<file path="src/rtl/sync_select_if.sv">
// Two-phase handshake bundle for sync_select: the upstream request channel r/d
// with its bundled select, and the two downstream channels r1/d1 and r2/d2.
interface sync_select_if;
  logic r;
  logic sel;
  logic d;
  logic r1;
  logic d1;
  logic r2;
  logic d2;

  modport master (
    output r, sel, d1, d2,
    input  d, r1, r2
  );

  modport slave (
    input  r, sel, d1, d2,
    output d, r1, r2
  );
endinterface

</file>
<file path="src/rtl/sync_select.sv">
// Clocked two-phase select: steers each request toggle on r to channel 1 or 2 by
// sel, returns the chosen channel's acknowledge on d, counts completions, flags errors.
module sync_select #(
  parameter int unsigned SYNC_STAGES = 2,
  parameter int unsigned CNT_W       = 8
) (
  input  logic             clk,
  input  logic             rstn,
  sync_select_if.slave     bus,
  output logic             busy,
  output logic             err,
  output logic [CNT_W-1:0] cnt1,
  output logic [CNT_W-1:0] cnt2
);

  typedef enum logic [1:0] {
    IDLE,
    WAIT,
    ACK
  } state_t;

  state_t state, state_nx;

  logic [SYNC_STAGES-1:0] r_sync, d1_sync, d2_sync;
  logic r_s, d1_s, d2_s;

  logic r_seen, sel_q;
  logic r1_q, r2_q, d_q;

  logic pending, sel_done, other_ack, err_cond;
  logic start, finish;

  always_ff @(posedge clk or negedge rstn) begin
    if (!rstn) begin
      r_sync  <= '0;
      d1_sync <= '0;
      d2_sync <= '0;
    end else begin
      r_sync  <= {r_sync[SYNC_STAGES-2:0], bus.r};
      d1_sync <= {d1_sync[SYNC_STAGES-2:0], bus.d1};
      d2_sync <= {d2_sync[SYNC_STAGES-2:0], bus.d2};
    end
  end

  assign r_s  = r_sync[SYNC_STAGES-1];
  assign d1_s = d1_sync[SYNC_STAGES-1];
  assign d2_s = d2_sync[SYNC_STAGES-1];

  assign pending   = (r_s != r_seen);
  assign sel_done  = sel_q ? (d2_s == r2_q) : (d1_s == r1_q);
  // An acknowledge phase mismatch on the idle channel can only come from a stray toggle.
  assign other_ack = sel_q ? (d1_s != r1_q) : (d2_s != r2_q);
  assign err_cond  = other_ack || (pending && (state != IDLE));

  always_ff @(posedge clk or negedge rstn) begin
    if (!rstn) begin
      state <= IDLE;
    end else begin
      state <= state_nx;
    end
  end

  always_comb begin
    state_nx = state;
    case (state)
      IDLE:    if (pending) state_nx = WAIT;
      WAIT:    if (sel_done) state_nx = ACK;
      ACK:     state_nx = IDLE;
      default: state_nx = IDLE;
    endcase
  end

  always_comb begin
    start  = 1'b0;
    finish = 1'b0;
    case (state)
      IDLE:    start  = pending;
      ACK:     finish = 1'b1;
      default: ;
    endcase
  end

  always_ff @(posedge clk or negedge rstn) begin
    if (!rstn) begin
      r_seen <= 1'b0;
      sel_q  <= 1'b0;
      r1_q   <= 1'b0;
      r2_q   <= 1'b0;
      d_q    <= 1'b0;
      busy   <= 1'b0;
      err    <= 1'b0;
      cnt1   <= '0;
      cnt2   <= '0;
    end else begin
      if (start) begin
        sel_q  <= bus.sel;
        r_seen <= r_s;
        busy   <= 1'b1;
        if (bus.sel) begin
          r2_q <= ~r2_q;
        end else begin
          r1_q <= ~r1_q;
        end
      end
      if (finish) begin
        d_q  <= ~d_q;
        busy <= 1'b0;
        if (sel_q) begin
          if (cnt2 != '1) cnt2 <= cnt2 + 1'b1;
        end else begin
          if (cnt1 != '1) cnt1 <= cnt1 + 1'b1;
        end
      end
      if (err_cond) begin
        err <= 1'b1;
      end
    end
  end

  assign bus.r1 = r1_q;
  assign bus.r2 = r2_q;
  assign bus.d  = d_q;

endmodule

</file>
<file path="src/flat_wrapper.sv">
// flat-port wrapper written by rule: the top's interface ports become plain ports
module sync_select_flat 
#(
  parameter int unsigned SYNC_STAGES = 2,
  parameter int unsigned CNT_W       = 8
)
  (clk, rstn, busy, err, cnt1, cnt2, bus_r, bus_sel, bus_d1, bus_d2, bus_d, bus_r1, bus_r2);
  sync_select_if bus_i ();
  input  logic clk;
  input  logic rstn;
  output logic busy;
  output logic err;
  output logic [CNT_W-1:0] cnt1;
  output logic [CNT_W-1:0] cnt2;
  input wire logic [$bits(bus_i.r)-1:0] bus_r;
  input wire logic [$bits(bus_i.sel)-1:0] bus_sel;
  input wire logic [$bits(bus_i.d1)-1:0] bus_d1;
  input wire logic [$bits(bus_i.d2)-1:0] bus_d2;
  output wire logic [$bits(bus_i.d)-1:0] bus_d;
  output wire logic [$bits(bus_i.r1)-1:0] bus_r1;
  output wire logic [$bits(bus_i.r2)-1:0] bus_r2;
  assign bus_i.r = bus_r;
  assign bus_i.sel = bus_sel;
  assign bus_i.d1 = bus_d1;
  assign bus_i.d2 = bus_d2;
  assign bus_d = bus_i.d;
  assign bus_r1 = bus_i.r1;
  assign bus_r2 = bus_i.r2;
  sync_select #(.SYNC_STAGES(SYNC_STAGES), .CNT_W(CNT_W)) u_core (.clk(clk), .rstn(rstn), .bus(bus_i), .busy(busy), .err(err), .cnt1(cnt1), .cnt2(cnt2));
endmodule
</file>
<file path="config.mk">
export PLATFORM = sky130hd
export DESIGN_NAME = sync_select_flat
export DESIGN_NICKNAME = d
export VERILOG_FILES = /design/src/rtl/sync_select_if.sv /design/src/rtl/sync_select.sv /design/src/flat_wrapper.sv
export SDC_FILE = /design/constraint.sdc
export NUM_CORES = 1
export LEC_CHECK = 0
export ABC_AREA = 1
export CORE_ASPECT_RATIO = 1.4
export CORE_UTILIZATION = 34
export CTS_CLUSTER_SIZE = 28
export DETAILED_ROUTE_END_ITERATION = 8
export GPL_TIMING_DRIVEN = 0
export SLEW_MARGIN = 20
export SYNTH_ARGS = -nofsm -noshare
export SYNTH_HDL_FRONTEND = slang
export SYNTH_SLANG_ARGS = --single-unit
export TNS_END_PERCENT = 10
</file>
<file path="constraint.sdc">
create_clock -name clk -period 1.6 [get_ports clk]
set_input_delay 0.16 -clock clk [delete_from_list [all_inputs] [get_ports clk]]
set_output_delay 0.16 -clock clk [all_outputs]
set_load 0.01 [all_outputs]
</file>
==> impl_metrics.py <==
metrics = {
    "setup_path": {
        "r2r_slack_ns": 0.18,
        "crit_chain": "clkdlybuf4s50_1",
        "cpMaxStageDelayCell": "clkdlybuf4s50_1",
        "cp_max_fo": 7,
        "crit_path_max_incr_delay_ns": 0.57,
        "critPathKind": "flop to output pin",
        "required_ns": 1.44,
        "startpoint_type": "flop",
        "cpLargestDelayFamily": "buffers and inverters",
        "endpoint_kind": "output pin",
        "cp.arrival_ns": 1.32,
        "crit_buf_inv": 1,
    },
    "cts": {
        "clk_latency_ns": 0.28,
        "clock-root-buffer": "clkbuf_8",
        "clockBufferDepth": 2,
        "cts_tree": "done",
        "cts_resized": 0,
        "clk_pin_slew_worst_paths_ns": 0.07,
        "cts.sinks": 31,
        "cts-buffers-inserted": 5,
        "cts_max_level": 2,
    },
    "drt": {
        "drt-vias-per-instance": 4.474,
        "firstDrtPassIters": 4,
        "highest_layer": "met4",
        "route.met3.wl_microns": 111,
        "first_iter_violations": 82,
        "wl_per_cell_microns": 10.92,
        "wl_met1_mm": 1.367,
        "drtAntennaViolNets": 0,
        "dr_total_vias": 1275,
        "drt-total-wl_mm": 3.111,
        "drc": 0,
        "dr_wl_met2_mm": 1.572,
    },
    "timing": {
        "slew_viol_final": 0,
        "rsz0062_at_grt": "false",
        "period_needed_ns": 1.484,
        "report.final.hold_viol_count": 0,
        "worst_slew_pin_slew_ns": 0.7028,
        "setup_tns_ns": 0,
        "fin_hold_ws_ns": 0.3097,
        "fin_crit_sh": 0.9273,
        "clock.fmax_mhz": 674.0,
        "fin_skew_ns": 0.005005,
        "setup_viol": 0,
        "relSlewSlack": 0.5315,
    },
    "global_route": {
        "track_usage": 0.1532,
        "grt_pass1_vias": 1282,
        "grt_max_degree": 32,
        "grt_overflow": 0,
        "grt_pass1_wl_mm": 5.513,
        "grt_antenna_before_repair": 0,
    },
    "layout": {
        "layout.area.seq_sq_um": 775.7,
        "fill_cells": 449,
        "layout_common_cells": "nand2_1 (82), dfrtp_1 (31), clkdlybuf4s50_1 (25), inv_1 (17), nor2_1 (11)",
        "antenna_cells": 0,
        "final_area_sq_um": 2018,
        "drive_above_1_share": 0.09333,
        "final_common_cell": "nand2_1",
        "final_util": 0.4684,
        "syn_to_final_growth_pct": 29.35,
        "multi_input_area_sq_um": 705.7,
        "final_nets": 232,
    },
    "pwr": {
        "vdd_drop_max_mv": 0.9117,
        "p_sw_frac": 0.3533,
        "seqPwrFrac": 0.392,
        "internal-power_mw": 1.934,
        "leakage_nw": 0.9196,
        "power.density_nw_per_um2": 1482,
        "combPwrFrac": 0.338,
        "clkPwrFrac": 0.270,
        "switching_power_mw": 1.056,
    },
    "run": {
        "max-cap-violations": 0,
    },
    "hold_path": {
        "hold_class": "input port to flop",
    },
    "synthesis": {
        "seq_area_frac_synth": 0.4972,
        "syn_inst": 190,
        "ys_warn_count": 0,
        "ys_ff_latch": 31,
        "syn_nets": 198,
        "synth_area_leader_cell": "dfrtp_1",
        "synth_top_area_frac": 0.4972,
        "syn-cell-area_sq_um": 1560,
        "synthTopCellsByArea": "dfrtp_1 (50%), nand2_1 (20%), inv_1 (4.1%)",
        "syn_avg_cell_area_sq_um": 8.212,
        "yosysUniqueCellTypes": 22,
    },
    "die": {
        "ioPinCount": 27,
        "core_area_sq_um": 4309,
        "die_w_microns": 59.25,
        "die_h_microns": 82.16,
        "start_util": 0.3621,
        "die_area_sq_um": 4868,
        "rows": 28,
    },
    "place": {
        "buffer_ports.inserted": 26,
        "dp.final_hpwl_mm": 2.177,
        "placed_cell_area_sq_um": 1891,
        "place_congestion": 0.7451,
    },
    "status": {
        "outcome": "finished, final reports clean",
    },
}
Yosys cell counts:
cell type	instances
buf_6	1
nand2_1	82
nor3_2	1
nor2_1	11
o21ai_1	2
nor2_4	3
xor2_1	4
nand3_2	1
o21ai_0	3
inv_2	1
nand3_4	1
a21oi_1	2
nor2_2	3
nand3_1	7
dfrtp_1	31
inv_1	17
nand2_2	1
nand4_1	5
xnor2_1	7
ha_1	2
a21boi_0	1
nand3b_1	4
power groups by stage:
stage	clock, mW	sequential, mW	combinational (mW)
3_3_place_gp	0	1.19	1.01
4_1_cts	0.836	1.18	1.04
6_report	0.806	1.17	1.01
5_1_grt	0.868	1.20	1.15
2_1_floorplan	0	1.20	0.605
3_5_place_dp	0	1.19	1.03
sequential cells by signal, indices dropped and copies added (netlist names):
signal and flops:
u_core.d1_sync 2, u_core.state 2, u_core.sel_q 1, u_core.err 1, u_core.busy 1, u_core.r_seen 1
u_core.d2_sync 2, u_core.r_sync 2, u_core.cnt1 8, u_core.bus.d 1, u_core.bus.r1 1, u_core.cnt2 8
u_core.bus.r2 1
through the flow:
| stage | setup slack (ns) | power [mW] | cells |
|---|---|---|---|
| after floorplan | 0.3401 | 1.808 | 190 |
| after global placement | -0.2747 | 2.200 | 276 |
| after detailed placement | 0.1796 | 2.218 | 276 |
| after CTS | 0.1077 | 3.048 | 285 |
| after global routing | 0.05827 | 3.217 | 285 |
| final | 0.1164 | 2.990 | 285 |
final timing paths:
check / cells after the start / startpoint / end
min in group asynchronous: 2 / rstn / u_core.cnt2[1]
hold reg to reg: 0 / u_core.d2_sync[0] / u_core.d2_sync[1]
hold / removal: 1 / bus_d2 / u_core.d2_sync[0]
max in group asynchronous: 2 / rstn / u_core.r_sync[1]
setup / recovery: 1 / u_core.cnt2[2] / cnt2[2]
setup reg to reg: 8 / u_core.cnt1[0] / u_core.cnt1[5]
metal layers:
| metal | up-vias | track usage |
|---|---|---|
| li1 | 655 | - |
| met1 | 591 | 0.1688 |
| met2 | 24 | 0.2663 |
| met3 | 5 | 0.04517 |
| met4 | 0 | 0.07143 |
| met5 | - | 0 |
kinds of logic after synthesis:
kind of cell,after synthesis,share of synthesized area
compound gates,8,0.02726
buf+inv,19,0.05052
xor+xnor,11,0.06175
simple gates,119,0.3472
flops,31,0.4972
fa+ha+maj,2,0.01604
layout make-up:
class / count / share of cell area
multi-input combinational: 140 / 0.3497
tap: 60 / 0.03720
buffer: 1 / 0.005580
timing repair buffer: 27 / 0.1314
sequential: 31 / 0.3844
inverter: 18 / 0.03348
clock buffer: 6 / 0.04092
clock inverter: 2 / 0.01736
repair_timing:
| action | CTS | global route |
|---|---|---|
| setup buffers | 0 | 0 |
| hold buffers | 1 | 0 |
| hold endpoints to repair | 31 | 0 |
(Power assumes the default switching activity.)
